<file path="config.mk">
export PLATFORM = sky130hd
export DESIGN_NAME = rv32i_lsu
export DESIGN_NICKNAME = d
export VERILOG_FILES = /design/src/rtl/rv32i_lsu.sv
export SDC_FILE = /design/constraint.sdc
export NUM_CORES = 1
export LEC_CHECK = 0
export CAP_MARGIN = 15
export CELL_PAD_IN_SITES_DETAIL_PLACEMENT = 2
export CELL_PAD_IN_SITES_GLOBAL_PLACEMENT = 2
export CORE_ASPECT_RATIO = 1.75
export CORE_MARGIN = 2
export CORE_UTILIZATION = 27
export CTS_CLUSTER_SIZE = 24
export DETAILED_ROUTE_END_ITERATION = 12
export HOLD_SLACK_MARGIN = 0.1
export PLACE_DENSITY_LB_ADDON = 0.08
export SYNTH_ARGS = -nofsm -noshare
export SYNTH_HDL_FRONTEND = slang
export SYNTH_SLANG_ARGS = --single-unit
export TNS_END_PERCENT = 1
</file>
<file path="constraint.sdc">
create_clock -name clk -period 2.73 [get_ports clk]
set_input_delay 0.273 -clock clk [delete_from_list [all_inputs] [get_ports clk]]
set_output_delay 0.273 -clock clk [all_outputs]
set_load 0.005 [all_outputs]
</file>
<file path="src/rtl/rv32i_lsu.sv">
// RV32I load/store unit: validates each execute-stage access, drives a byte-lane-masked request
// onto the 64-bit data-memory port and returns aligned, sign/zero-extended load data.
module rv32i_lsu #(
  parameter int unsigned ADDR_WIDTH = 15,
  parameter int unsigned TIMEOUT    = 16
) (
  input  logic                  clk,
  input  logic                  aresetn,
  input  logic                  req_valid,
  output logic                  req_ready,
  input  logic                  req_we,
  input  logic [2:0]            req_funct3,
  input  logic [31:0]           req_addr,
  input  logic [31:0]           req_wdata,
  output logic                  rsp_valid,
  output logic [31:0]           rsp_rdata,
  output logic                  rsp_err,
  output logic [1:0]            rsp_err_code,
  output logic                  mem_req,
  input  logic                  mem_gnt,
  output logic                  mem_we,
  output logic [ADDR_WIDTH-1:0] mem_addr,
  output logic [7:0]            mem_be,
  output logic [63:0]           mem_wdata,
  input  logic                  mem_rvalid,
  input  logic [63:0]           mem_rdata
);

  localparam int unsigned    CntW    = (TIMEOUT > 1) ? $clog2(TIMEOUT) : 1;
  localparam logic [CntW-1:0] CntLast = CntW'(TIMEOUT - 1);

  localparam logic [1:0] ErrMisalign = 2'b00;
  localparam logic [1:0] ErrRange    = 2'b01;
  localparam logic [1:0] ErrIllegal  = 2'b10;
  localparam logic [1:0] ErrTimeout  = 2'b11;

  typedef enum logic [1:0] {StIdle, StIssue, StWaitR, StResp} state_e;

  state_e                state_q, state_d;
  logic                  we_q, we_d;
  logic [2:0]            funct3_q, funct3_d;
  logic [2:0]            off_q, off_d;
  logic [CntW-1:0]       cnt_q, cnt_d;
  logic                  mem_req_q, mem_req_d;
  logic                  mem_we_q, mem_we_d;
  logic [ADDR_WIDTH-1:0] mem_addr_q, mem_addr_d;
  logic [7:0]            mem_be_q, mem_be_d;
  logic [63:0]           mem_wdata_q, mem_wdata_d;
  logic                  rsp_valid_q, rsp_valid_d;
  logic [31:0]           rsp_rdata_q, rsp_rdata_d;
  logic                  rsp_err_q, rsp_err_d;
  logic [1:0]            rsp_code_q, rsp_code_d;

  // Request classification; priority is illegal, then misaligned, then out of range.
  logic       legal, misaligned, out_of_range, fault;
  logic [1:0] fault_code;

  always_comb begin
    if (req_we) legal = req_funct3 inside {3'b000, 3'b001, 3'b010};
    else        legal = req_funct3 inside {3'b000, 3'b001, 3'b010, 3'b100, 3'b101};
    case (req_funct3[1:0])
      2'b01:   misaligned = req_addr[0];
      2'b10:   misaligned = |req_addr[1:0];
      default: misaligned = 1'b0;
    endcase
    out_of_range = |(req_addr >> ADDR_WIDTH);
    fault        = !legal || misaligned || out_of_range;
    if (!legal)         fault_code = ErrIllegal;
    else if (misaligned) fault_code = ErrMisalign;
    else                 fault_code = ErrRange;
  end

  logic [7:0]  be_base;
  logic [63:0] wdata_ext;

  always_comb begin
    case (req_funct3[1:0])
      2'b00: begin
        be_base   = 8'h01;
        wdata_ext = {56'b0, req_wdata[7:0]};
      end
      2'b01: begin
        be_base   = 8'h03;
        wdata_ext = {48'b0, req_wdata[15:0]};
      end
      default: begin
        be_base   = 8'h0F;
        wdata_ext = {32'b0, req_wdata};
      end
    endcase
  end

  logic [7:0]  rd_byte;
  logic [15:0] rd_half;
  logic [31:0] rd_word;
  logic [31:0] load_data;

  always_comb begin
    rd_byte = mem_rdata[{off_q, 3'b000} +: 8];
    rd_half = mem_rdata[{off_q[2:1], 4'b0000} +: 16];
    rd_word = mem_rdata[{off_q[2], 5'b00000} +: 32];
    case (funct3_q)
      3'b000:  load_data = {{24{rd_byte[7]}}, rd_byte};
      3'b100:  load_data = {24'b0, rd_byte};
      3'b001:  load_data = {{16{rd_half[15]}}, rd_half};
      3'b101:  load_data = {16'b0, rd_half};
      default: load_data = rd_word;
    endcase
  end

  always_comb begin
    state_d     = state_q;
    we_d        = we_q;
    funct3_d    = funct3_q;
    off_d       = off_q;
    cnt_d       = cnt_q;
    mem_req_d   = mem_req_q;
    mem_we_d    = mem_we_q;
    mem_addr_d  = mem_addr_q;
    mem_be_d    = mem_be_q;
    mem_wdata_d = mem_wdata_q;
    // Response fields are single-cycle pulses, zero unless explicitly set below.
    rsp_valid_d = 1'b0;
    rsp_rdata_d = '0;
    rsp_err_d   = 1'b0;
    rsp_code_d  = '0;

    case (state_q)
      StIdle: begin
        if (req_valid) begin
          we_d     = req_we;
          funct3_d = req_funct3;
          off_d    = req_addr[2:0];
          if (fault) begin
            state_d     = StResp;
            rsp_valid_d = 1'b1;
            rsp_err_d   = 1'b1;
            rsp_code_d  = fault_code;
          end else begin
            state_d     = StIssue;
            mem_req_d   = 1'b1;
            mem_we_d    = req_we;
            mem_addr_d  = {req_addr[ADDR_WIDTH-1:3], 3'b000};
            mem_be_d    = be_base << req_addr[2:0];
            mem_wdata_d = req_we ? (wdata_ext << {req_addr[2:0], 3'b000}) : '0;
          end
        end
      end
      StIssue: begin
        if (mem_gnt) begin
          mem_req_d   = 1'b0;
          mem_we_d    = 1'b0;
          mem_addr_d  = '0;
          mem_be_d    = '0;
          mem_wdata_d = '0;
          cnt_d       = '0;
          if (we_q) begin
            state_d     = StResp;
            rsp_valid_d = 1'b1;
          end else begin
            state_d = StWaitR;
          end
        end
      end
      StWaitR: begin
        if (mem_rvalid) begin
          state_d     = StResp;
          rsp_valid_d = 1'b1;
          rsp_rdata_d = load_data;
        end else if (cnt_q == CntLast) begin
          state_d     = StResp;
          rsp_valid_d = 1'b1;
          rsp_err_d   = 1'b1;
          rsp_code_d  = ErrTimeout;
        end else begin
          cnt_d = cnt_q + 1'b1;
        end
      end
      StResp: begin
        state_d = StIdle;
      end
      default: begin
        state_d = StIdle;
      end
    endcase
  end

  always_ff @(posedge clk or negedge aresetn) begin
    if (!aresetn) begin
      state_q     <= StIdle;
      we_q        <= 1'b0;
      funct3_q    <= '0;
      off_q       <= '0;
      cnt_q       <= '0;
      mem_req_q   <= 1'b0;
      mem_we_q    <= 1'b0;
      mem_addr_q  <= '0;
      mem_be_q    <= '0;
      mem_wdata_q <= '0;
      rsp_valid_q <= 1'b0;
      rsp_rdata_q <= '0;
      rsp_err_q   <= 1'b0;
      rsp_code_q  <= '0;
    end else begin
      state_q     <= state_d;
      we_q        <= we_d;
      funct3_q    <= funct3_d;
      off_q       <= off_d;
      cnt_q       <= cnt_d;
      mem_req_q   <= mem_req_d;
      mem_we_q    <= mem_we_d;
      mem_addr_q  <= mem_addr_d;
      mem_be_q    <= mem_be_d;
      mem_wdata_q <= mem_wdata_d;
      rsp_valid_q <= rsp_valid_d;
      rsp_rdata_q <= rsp_rdata_d;
      rsp_err_q   <= rsp_err_d;
      rsp_code_q  <= rsp_code_d;
    end
  end

  // Gated with aresetn so the execute stage never sees ready while the unit is held in reset.
  assign req_ready    = aresetn && (state_q == StIdle);
  assign mem_req      = mem_req_q;
  assign mem_we       = mem_we_q;
  assign mem_addr     = mem_addr_q;
  assign mem_be       = mem_be_q;
  assign mem_wdata    = mem_wdata_q;
  assign rsp_valid    = rsp_valid_q;
  assign rsp_rdata    = rsp_rdata_q;
  assign rsp_err      = rsp_err_q;
  assign rsp_err_code = rsp_code_q;

endmodule

</file>
### Word-level counts from Yosys, hierarchy flattened

Cells that the tools add are included.

| storage, ports and cells | value |
|---|---|
| ROM bits | 0 |
| RAM bits | 0 |
| bits in latches | 0 |
| input port bits | 137 |
| memories kept | 0 |
| register bits after elaboration | 138 |

| cells by class | value |
|---|---|
| reduce and logical (&&, ||, !) cells | 18 |
| bitwise logic cells | 0 |
| multiplexer cells | 54 |
| equal/unequal tests | 19 |
| $mul | 0 |
| div/mod/pow operators | 0 |
| $lt $le $gt $ge | 0 |
| add/sub/neg operators | 1 |
| shift-type cells | 5 |

Operators by type and width:

| kind | number |
|---|---|
| two-way mux 64 bit | 4 |
| one-hot mux 32 bit (4 select lines) | 1 |
| one-hot mux 64 bit (2 select lines) | 1 |
| two-way mux 32 bit | 2 |
| one-hot mux 32 bit (2 select lines) | 1 |
| indexed part select 64 x 7 -> 16 bit | 1 |
| indexed part select 64 x 7 -> 32 bit | 1 |
| indexed part select 64 x 7 -> 8 bit | 1 |
| left shift 64 x 6 -> 64 bit | 1 |
| two-way mux 15 bit | 3 |
| one-hot mux 15 bit (2 select lines) | 1 |
| two-way mux 8 bit | 3 |
| two-way mux 2 bit | 10 |
| OR reduction 17 bit | 1 |
| one-hot mux 4 bit (2 select lines) | 2 |
| one-hot mux 8 bit (2 select lines) | 1 |
| two-way mux 1 bit | 15 |
| equality test 3 bit, second input constant | 4 |
| two-way mux 4 bit | 3 |
| inequality test 2 bit, second input constant | 5 |
| one-hot mux 1 bit (2 select lines) | 4 |
| one-hot mux 2 bit (4 select lines) | 1 |
| AND reduction 4 bit | 2 |
| left shift 8 x 3 -> 8 bit | 1 |
| other kinds (20) | 28 |

### Longest topological paths before layout

Gate-level depths: netlist of run 1.

| logic depth | value |
|---|---|
| word-level depth | 9 |
| gate-level depth with buffers | 10 |
| mapped depth without buffers | 7 |

### Worst setup path after synthesis of run 1

OpenSTA, ideal clock, no wires.

| path | value |
|---|---|
| path type | input port to flip-flop |
| start point | in req_funct3[1] |
| end point | reg mem_wdata_q[28], in the netlist mem_wdata[28] |
| path slack | 0.595 ns |
| buffers on the path | 3 |
| stages | 10 |
| data arrival time | 2.010 ns |
| data required time | 2.605 ns |
| setup time | 0.125 ns |
| cell sequence | inv_1 > ha_1 > buf_2 > or2_1 > o2bb2ai_2 > nor3_2 > a31oi_1 > buf_4 > buf_6 > mux2_2 |

| between the ends | value |
|---|---|
| cells in the longest elaborated chain, start to end | 8 |
| elaborated cells between the ends (all ways) | 23 |
| those cells by class | 7 x eq/ne; 1 x shift; 7 x mux; 8 x reduce/logical |

Ends and longest elaborated chain:

| element | RTL line | source |
|---|---|---|
| from (decl) | 12 | `input logic [2:0] req_funct3,` |
| parallel branches: the longest is 8 deep, another holds left shift 64 x 6 -> 64 bit | -- |  |
| to (signal assigned) | 214 | `mem_wdata_q <= mem_wdata_d;` |
| to (decl) | 48 | `logic [63:0] mem_wdata_q, mem_wdata_d;` |

Parallel ways; which one is timed is not known. The select of a mux whose other input is x is not followed.
A chain may end at the register's enable or synchronous reset.

### Worst setup path in the final report of run 1

| path | value |
|---|---|
| start point | reg state_q[0] |
| end point | out req_ready |

| between the ends | value |
|---|---|
| cells in the longest elaborated chain, start to end | 2 |

Ends and longest elaborated chain:

| element | RTL line | source |
|---|---|---|
| from (decl) | 39 | `state_e state_q, state_d;` |
| from (signal assigned) | 190 | `state_q <= StIdle;` |
| from (signal assigned) | 205 | `state_q <= state_d;` |
| zero test 2 bit | 223 | `assign req_ready = aresetn && (state_q == StIdle);` |
| logical AND 1 bit | 223 |  |
| to (decl) | 10 | `output logic req_ready,` |

No other way between the ends.

==> results of run 1 <==
[routing by layer]
layer,part of all wire,track usage
met1,0.40,0.236
met2,0.54,0.386
met3,0.041,0.0411
met5,0,0
met4,0.023,0.0747
[power breakdown]
part / switching (mW) / leakage (nW) / internal (mW) / total [mW]
logic: 2.08 / 2.89 / 2.23 / 4.31
clock network: 0.922 / 0.293 / 1.45 / 2.37
registers: 0.412 / 1.83 / 2.57 / 2.98
total: 3.42 / 5.02 / 6.25 / 9.67
[metrics by stage]
stage	std cells	setup WS (ns)	utilization	instance area, sq um	setup TNS (ns)
after floorplan	799	0.595	-	7740	0
after global placement	1413	0.0776	0.383	10900	0
after detailed placement	1413	-0.00149	0.383	10900	-0.00149
after CTS	1445	0.326	0.404	11500	0
after global routing	1445	0.246	0.404	11500	0
final	1445	0.363	0.404	11500	0
[state kept, by name (all words and copies together), names as in the netlist]
register	cells
we_q	1
cnt_q	4
mem_addr	12
funct3_q	3
rsp_err	1
mem_we	1
rsp_rdata	32
rsp_valid	1
mem_wdata	64
mem_be	8
off_q	3
state_q	2
mem_req	1
rsp_err_code	2
[cell type report]
type,instances,area [sq um]
fillers,3116,16900
multi-input cells,568,3940
flip-flops and latches,135,3380
repair buffers,302,2980
well taps,378,473
clock buffers,19,443
clock inverters,12,153
inverters,31,116
[critical path: stages, from the launching register on]
cell	delay (ns)
sky130_fd_sc_hd__dfrtp_1	0.40
sky130_fd_sc_hd__inv_1	0.14
sky130_fd_sc_hd__ha_1	0.23
sky130_fd_sc_hd__buf_4	0.23
sky130_fd_sc_hd__and2_1	0.15
sky130_fd_sc_hd__clkdlybuf4s50_1	0.50
[cell families (layout without fill, tap and decap cells)]
group / after synthesis / count (layout) / share of synthesized area
buffers and inverters: 96 / 364 / 0.0573
other: 1 / 3 / 0.000485
DFF: 135 / 135 / 0.437
muxes: 130 / 130 / 0.183
AOI/OAI and AO/OA: 175 / 175 / 0.154
adders and majority gates: 9 / 9 / 0.0146
and+or+nand+nor: 251 / 251 / 0.154
[worst max path at each step]
stage	to	slack, ns	cells after the start
floorplan	mem_wdata[28]$_DFFE_PN0P_	0.60	10
global placement	mem_wdata[32]$_DFFE_PN0P_	0.08	9
detailed placement	mem_wdata[49]$_DFFE_PN0P_	-0.001	9
CTS	req_ready	0.33	5
global route	req_ready	0.25	5
finish	req_ready	0.36	5
[Yosys cell counts (15+ instances only)]
| master | instances | area share |
|---|---|---|
| sky130_fd_sc_hd__clkbuf_1 | 37 | 0.018 |
| sky130_fd_sc_hd__dfrtp_1 | 135 | 0.44 |
| sky130_fd_sc_hd__mux2_2 | 67 | 0.098 |
| sky130_fd_sc_hd__inv_1 | 30 | 0.015 |
| sky130_fd_sc_hd__nand3_1 | 43 | 0.028 |
| sky130_fd_sc_hd__mux2i_1 | 54 | 0.070 |
| sky130_fd_sc_hd__nor2b_1 | 19 | 0.015 |
| sky130_fd_sc_hd__nand2b_1 | 21 | 0.017 |
| sky130_fd_sc_hd__a21oi_1 | 52 | 0.034 |
| sky130_fd_sc_hd__nor3_1 | 18 | 0.012 |
| sky130_fd_sc_hd__a32oi_1 | 15 | 0.017 |
| sky130_fd_sc_hd__nor2_1 | 52 | 0.025 |
| sky130_fd_sc_hd__o21ai_0 | 20 | 0.013 |
| sky130_fd_sc_hd__nand2_1 | 77 | 0.037 |
==> run summary, run 1 <==
===============================================================================================
Number of gates resized after cts                                                             0
Shortest period the worst path allows                                                   2.37 ns
Maximum frequency from static timing analysis                                         0.422 GHz
Total routing usage reported by global routing                                            0.209
Cell at the root of the clock tree                                                 sky130_fd_sc_hd__clkbuf_16
Critical path peak fanout                                                                    16
Number of nets at the end of the flow                                                      1201
Post-synthesis register bit count                                                           135
Required time worst endpoint                                                            2.46 ns
Number of CTS-inserted buffers                                                               17
Clock input transition at the sequential cells of the worst setup and hold paths        0.06 ns
P&R area growth vs syn                                                                    48.5%
Largest net degree at the start of global routing                                           136
Routed length per placed instance                                                       21.4 um
Unrepaired setup endpoints after global routing                                              no
Final hold slack                                                                       0.246 ns
Run status                                                                         finished, final reports clean
Kind of end point of the critical path                                              output port
Number of DRC markers after the initial detailed-route iteration                            234
Max Cap Viol                                                                                  0
Proportion of synthesized chip area in sequential cells                                   0.437
Placer's final routability congestion estimate                                            0.827
Terminating pin of the worst hold path                                             off_q[0]$_DFFE_PN0P_
GRT overflow                                                                                  0
Static power due to leakage                                                             5.02 nW
Post-synthesis instance area                                                         7730 sq um
DRT antenna net count                                                                         0
Longest Clk Path Bufs                                                                         2
Relative slew slack                                                                       0.489
Source of the worst hold timing path                                                req_addr[0]
Power per cell area                                                                 842 nW/um^2
Highest ir drop seen on vdd                                                            0.526 mV
First-pass GRT wire length                                                              48.1 mm
R2R Path End                                                                       mem_wdata[49]$_DFFE_PN0P_
Via count                                                                                  7207
Leading cell type in the layout, fill and taps excluded                            sky130_fd_sc_hd__clkdlybuf4s50_1
H-tree depth                                                                                  4
Final critical-path share of the clock period                                             0.867
R2r startpoint                                                                     state_q[1]$_DFFE_PN0P_
Number of primary I/O pins                                                                  263
Post-layout power                                                                       9.67 mW
Via count of the first global-routing pass                                                 8086
Effective utilization at floorplan                                                        0.272
Count of cells along the worst register-to-register path                                      7
Sort of element at the start of the critical path                                     flip-flop
Worst reg2reg setup slack                                                               0.44 ns
Post CTS Setup Buffer Count                                                                   0
Diode insertion count for antenna repair                                                      0
DIE AREA                                                                            30100 sq um
Buffers added on ports                                                                      259
Clk Latency, worst-skew pair                                                            0.44 ns
Chip height                                                                              228 um
Area of the core                                                                    28400 sq um
Mapped Cells                                                                                797
Clock tree from TritonCTS                                                                  done
Syn Area/Cell                                                                        9.70 sq um
Hold depth                                                                                    2
DRC                                                                                           0
Distinct cell type count after synthesis                                                     54
Sinks on Clock Net                                                                          135
Min-Delay Path Class                                                               input pin to flip-flop
Hold buffer count at cts                                                                      1
Share of synthesized flip-flops with an asynchronous set or reset                          1.00
Crit. Startpoint                                                                   state_q[0]$_DFFE_PN0P_
Top flip-flop cell by instance count after synthesis                               sky130_fd_sc_hd__dfrtp_1
Detailed Routing Iterations Pass 1                                                            4
Detailed-placement wirelength estimate                                                  23.6 mm
Number of flops mapped to enable cells by yosys                                               0
Arrival time of the worst setup path                                                    2.09 ns
Critical path class                                                                flip-flop to output port
Total wire length after detailed routing                                                30.9 mm
Vias per cell                                                                              4.99
Share of final-layout standard cells stronger than drive strength 1                       0.142
Count of synthesis-stage warnings from yosys                                                  0
FP Rows                                                                                      82
Final count of pins violating max slew                                                        0
Final Setup Violations                                                                        0
Final number of hold-violating endpoints                                                      0
Die span in x                                                                            132 um
Setup Skew                                                                           0.00713 ns
Most frequent cells in the layout                                                  sky130_fd_sc_hd__clkdlybuf4s50_1, sky130_fd_sc_hd__dfrtp_1, sky130_fd_sc_hd__nand2_1
Initial antenna violation count                                                               0
Worst-Margin Slew                                                                      0.766 ns
===============================================================================================
Power figures use the tool's default switching activity.
==> inputs of run 2 (changes only) <==
--- a/config.mk
+++ b/config.mk
@@ -9,8 +9,9 @@
 export CELL_PAD_IN_SITES_DETAIL_PLACEMENT = 2
 export CELL_PAD_IN_SITES_GLOBAL_PLACEMENT = 2
 export CORE_ASPECT_RATIO = 1.75
-export CORE_MARGIN = 2
+export CORE_MARGIN = 5
 export CORE_UTILIZATION = 27
+export CTS_CLUSTER_DIAMETER = 30
 export CTS_CLUSTER_SIZE = 24
 export DETAILED_ROUTE_END_ITERATION = 12
 export HOLD_SLACK_MARGIN = 0.1
==> run summary, run 2 (synthesis results as in run 1) <==
===============================================================================================
Number of DRC markers after the initial detailed-route iteration                            224
Unrepaired setup endpoints after global routing                                              no
Clock input transition at the sequential cells of the worst setup and hold paths        0.06 ns
Cell at the root of the clock tree                                                 sky130_fd_sc_hd__clkbuf_16
Final count of pins violating max slew                                                        0
Filler Cells Inserted                                                                      3096
Via count                                                                                  7249
Effective utilization at floorplan                                                        0.272
Kind of end point of the critical path                                              output port
Largest net degree at the start of global routing                                           136
Leading cell type in the layout, fill and taps excluded                            sky130_fd_sc_hd__clkdlybuf4s50_1
Global Route met1 Usage                                                                   0.222
Highest ir drop seen on vdd                                                            0.450 mV
DIE AREA                                                                            32300 sq um
Setup Skew                                                                           0.00648 ns
Final critical-path share of the clock period                                             0.924
Number of primary I/O pins                                                                  263
Post-layout power                                                                       9.87 mW
Slack of the critical path                                                             0.207 ns
Via count of the first global-routing pass                                                 8120
Relative slew slack                                                                       0.428
Area of the core                                                                    28400 sq um
Run status                                                                         finished, final reports clean
Longest Clk Path Bufs                                                                         2
Count of cells along the worst register-to-register path                                      6
Detailed Routing Iterations Pass 1                                                            4
Number of nets at the end of the flow                                                      1203
Initial antenna violation count                                                               0
Critical path peak fanout                                                                    30
Post-route insts no fill                                                                   1448
Source of the worst hold timing path                                               req_addr[12]
Met3 Use GR                                                                              0.0449
Met2 Track Usage GR                                                                       0.366
Clock tree from TritonCTS                                                                  done
Clk Latency, worst-skew pair                                                            0.44 ns
DRT antenna net count                                                                         0
P&R area growth vs syn                                                                    49.3%
Number of flip-flops in the largest register                                                 64
Static power due to leakage                                                             5.03 nW
Total routing usage reported by global routing                                            0.200
Min-Delay Path Class                                                               input pin to flip-flop
Terminating pin of the worst hold path                                             mem_addr[12]$_DFFE_PN0P_
Critical path class                                                                flip-flop to output port
Total wire length after detailed routing                                                32.1 mm
Total placed cells including tap cells                                                     1415
First-pass GRT wire length                                                              48.4 mm
Worst reg2reg setup slack                                                               0.52 ns
Required time worst endpoint                                                            2.46 ns
GRT overflow                                                                                  0
Final Setup Violations                                                                        0
Share of final-layout standard cells stronger than drive strength 1                       0.144
H-tree depth                                                                                  4
Placer's final routability congestion estimate                                            0.806
Arrival time of the worst setup path                                                    2.25 ns
Buffers added on ports                                                                      259
Hold depth                                                                                    3
Sort of element at the start of the critical path                                     flip-flop
R2R Path End                                                                       mem_wdata[50]$_DFFE_PN0P_
Number of CTS-inserted buffers                                                               17
Worst-Margin Slew                                                                      0.857 ns
Vias per cell                                                                              5.01
Chip height                                                                              234 um
Final number of hold-violating endpoints                                                      0
Shortest period the worst path allows                                                   2.52 ns
Global route hottest layer                                                                 met2
R2r startpoint                                                                     state_q[1]$_DFFE_PN0P_
Max Cap Viol                                                                                  0
Worst setup slack after placement                                                   -0.00706 ns
Maximum frequency from static timing analysis                                         0.396 GHz
Routed length per placed instance                                                       22.1 um
Detailed-placement wirelength estimate                                                  25.0 mm
Most frequent cells in the layout                                                  sky130_fd_sc_hd__clkdlybuf4s50_1, sky130_fd_sc_hd__dfrtp_1, sky130_fd_sc_hd__nand2_1
FP Rows                                                                                      82
Post CTS Setup Buffer Count                                                                   0
Power per cell area                                                                 855 nW/um^2
Die span in x                                                                            138 um
DRC                                                                                           0
Sinks on Clock Net                                                                          135
Diode insertion count for antenna repair                                                      0
===============================================================================================
==> run 2: cell count changes in the layout (fill, tap and decap cells not counted), sizes merged <==
cell      delta
clkinv       -3
clkinvlp     +3
buf          +2
inv          +1
==> run 2: metrics by stage <==
stage / setup TNS, ns / hold slack (ns) / cell area, sq um / utilization
floorplan: 0 / -0.0226 / 7740 / -
global placement: 0 / 0.473 / 10900 / 0.384
detailed placement: -0.0491 / 0.470 / 10900 / 0.384
CTS: 0 / 0.396 / 11500 / 0.406
global route: 0 / 0.412 / 11500 / 0.406
finish: 0 / 0.420 / 11500 / 0.406
==> run 2: worst max-delay path: stages (launching register included) <==
cell	delay, ns
sky130_fd_sc_hd__dfrtp_1	0.41
sky130_fd_sc_hd__inv_1	0.14
sky130_fd_sc_hd__ha_1	0.31
sky130_fd_sc_hd__buf_6	0.27
sky130_fd_sc_hd__and2_1	0.17
sky130_fd_sc_hd__clkdlybuf4s50_1	0.49
==> run 2: timing repair <==
action                                 4_1_cts  5_1_grt
hold buffers                                 1        0
setup endpoints to repair                    0        1
gates resized for setup                      0        1
endpoints found under the hold margin      135        0
==> run 2: area by class of cell <==
| class | instances | area [sq um] | area share |
|---|---|---|---|
| multi-input cells | 568 | 3940 | 0.341 |
| flip-flops and latches | 135 | 3380 | 0.293 |
| repair buffers | 304 | 3020 | 0.262 |
| well taps | 378 | 473 | 0.0410 |
| clock buffers | 19 | 443 | 0.0384 |
| clock inverters | 13 | 173 | 0.0150 |
| inverters | 31 | 116 | 0.0101 |
==> run 2: worst max path at each step <==
stage,from,end,slack (ns),cells after the start
finish,state_q[0]$_DFFE_PN0P_,req_ready,0.21,5
CTS,state_q[0]$_DFFE_PN0P_,req_ready,0.08,5
global route,state_q[0]$_DFFE_PN0P_,req_ready,0.06,5
global placement,req_funct3[1],mem_wdata[57]$_DFFE_PN0P_,0.05,10
floorplan,req_funct3[1],mem_wdata[28]$_DFFE_PN0P_,0.60,10
detailed placement,req_funct3[1],mem_wdata[35]$_DFFE_PN0P_,-0.007,10
==> run 2: where the power goes <==
| group | total (mW) | internal [mW] | leakage (nW) | switching [mW] |
|---|---|---|---|---|
| Clock | 2.44 | 1.47 | 0.286 | 0.968 |
| Combinational | 4.45 | 2.30 | 2.91 | 2.15 |
| Sequential | 2.98 | 2.57 | 1.83 | 0.411 |
| Total | 9.87 | 6.33 | 5.03 | 3.53 |
==> run 2: routing by layer <==
metal	routed length, um	part of all wire
met2	17100	0.53
met5	0	0
met4	919	0.029
met3	1690	0.053
met1	12300	0.38
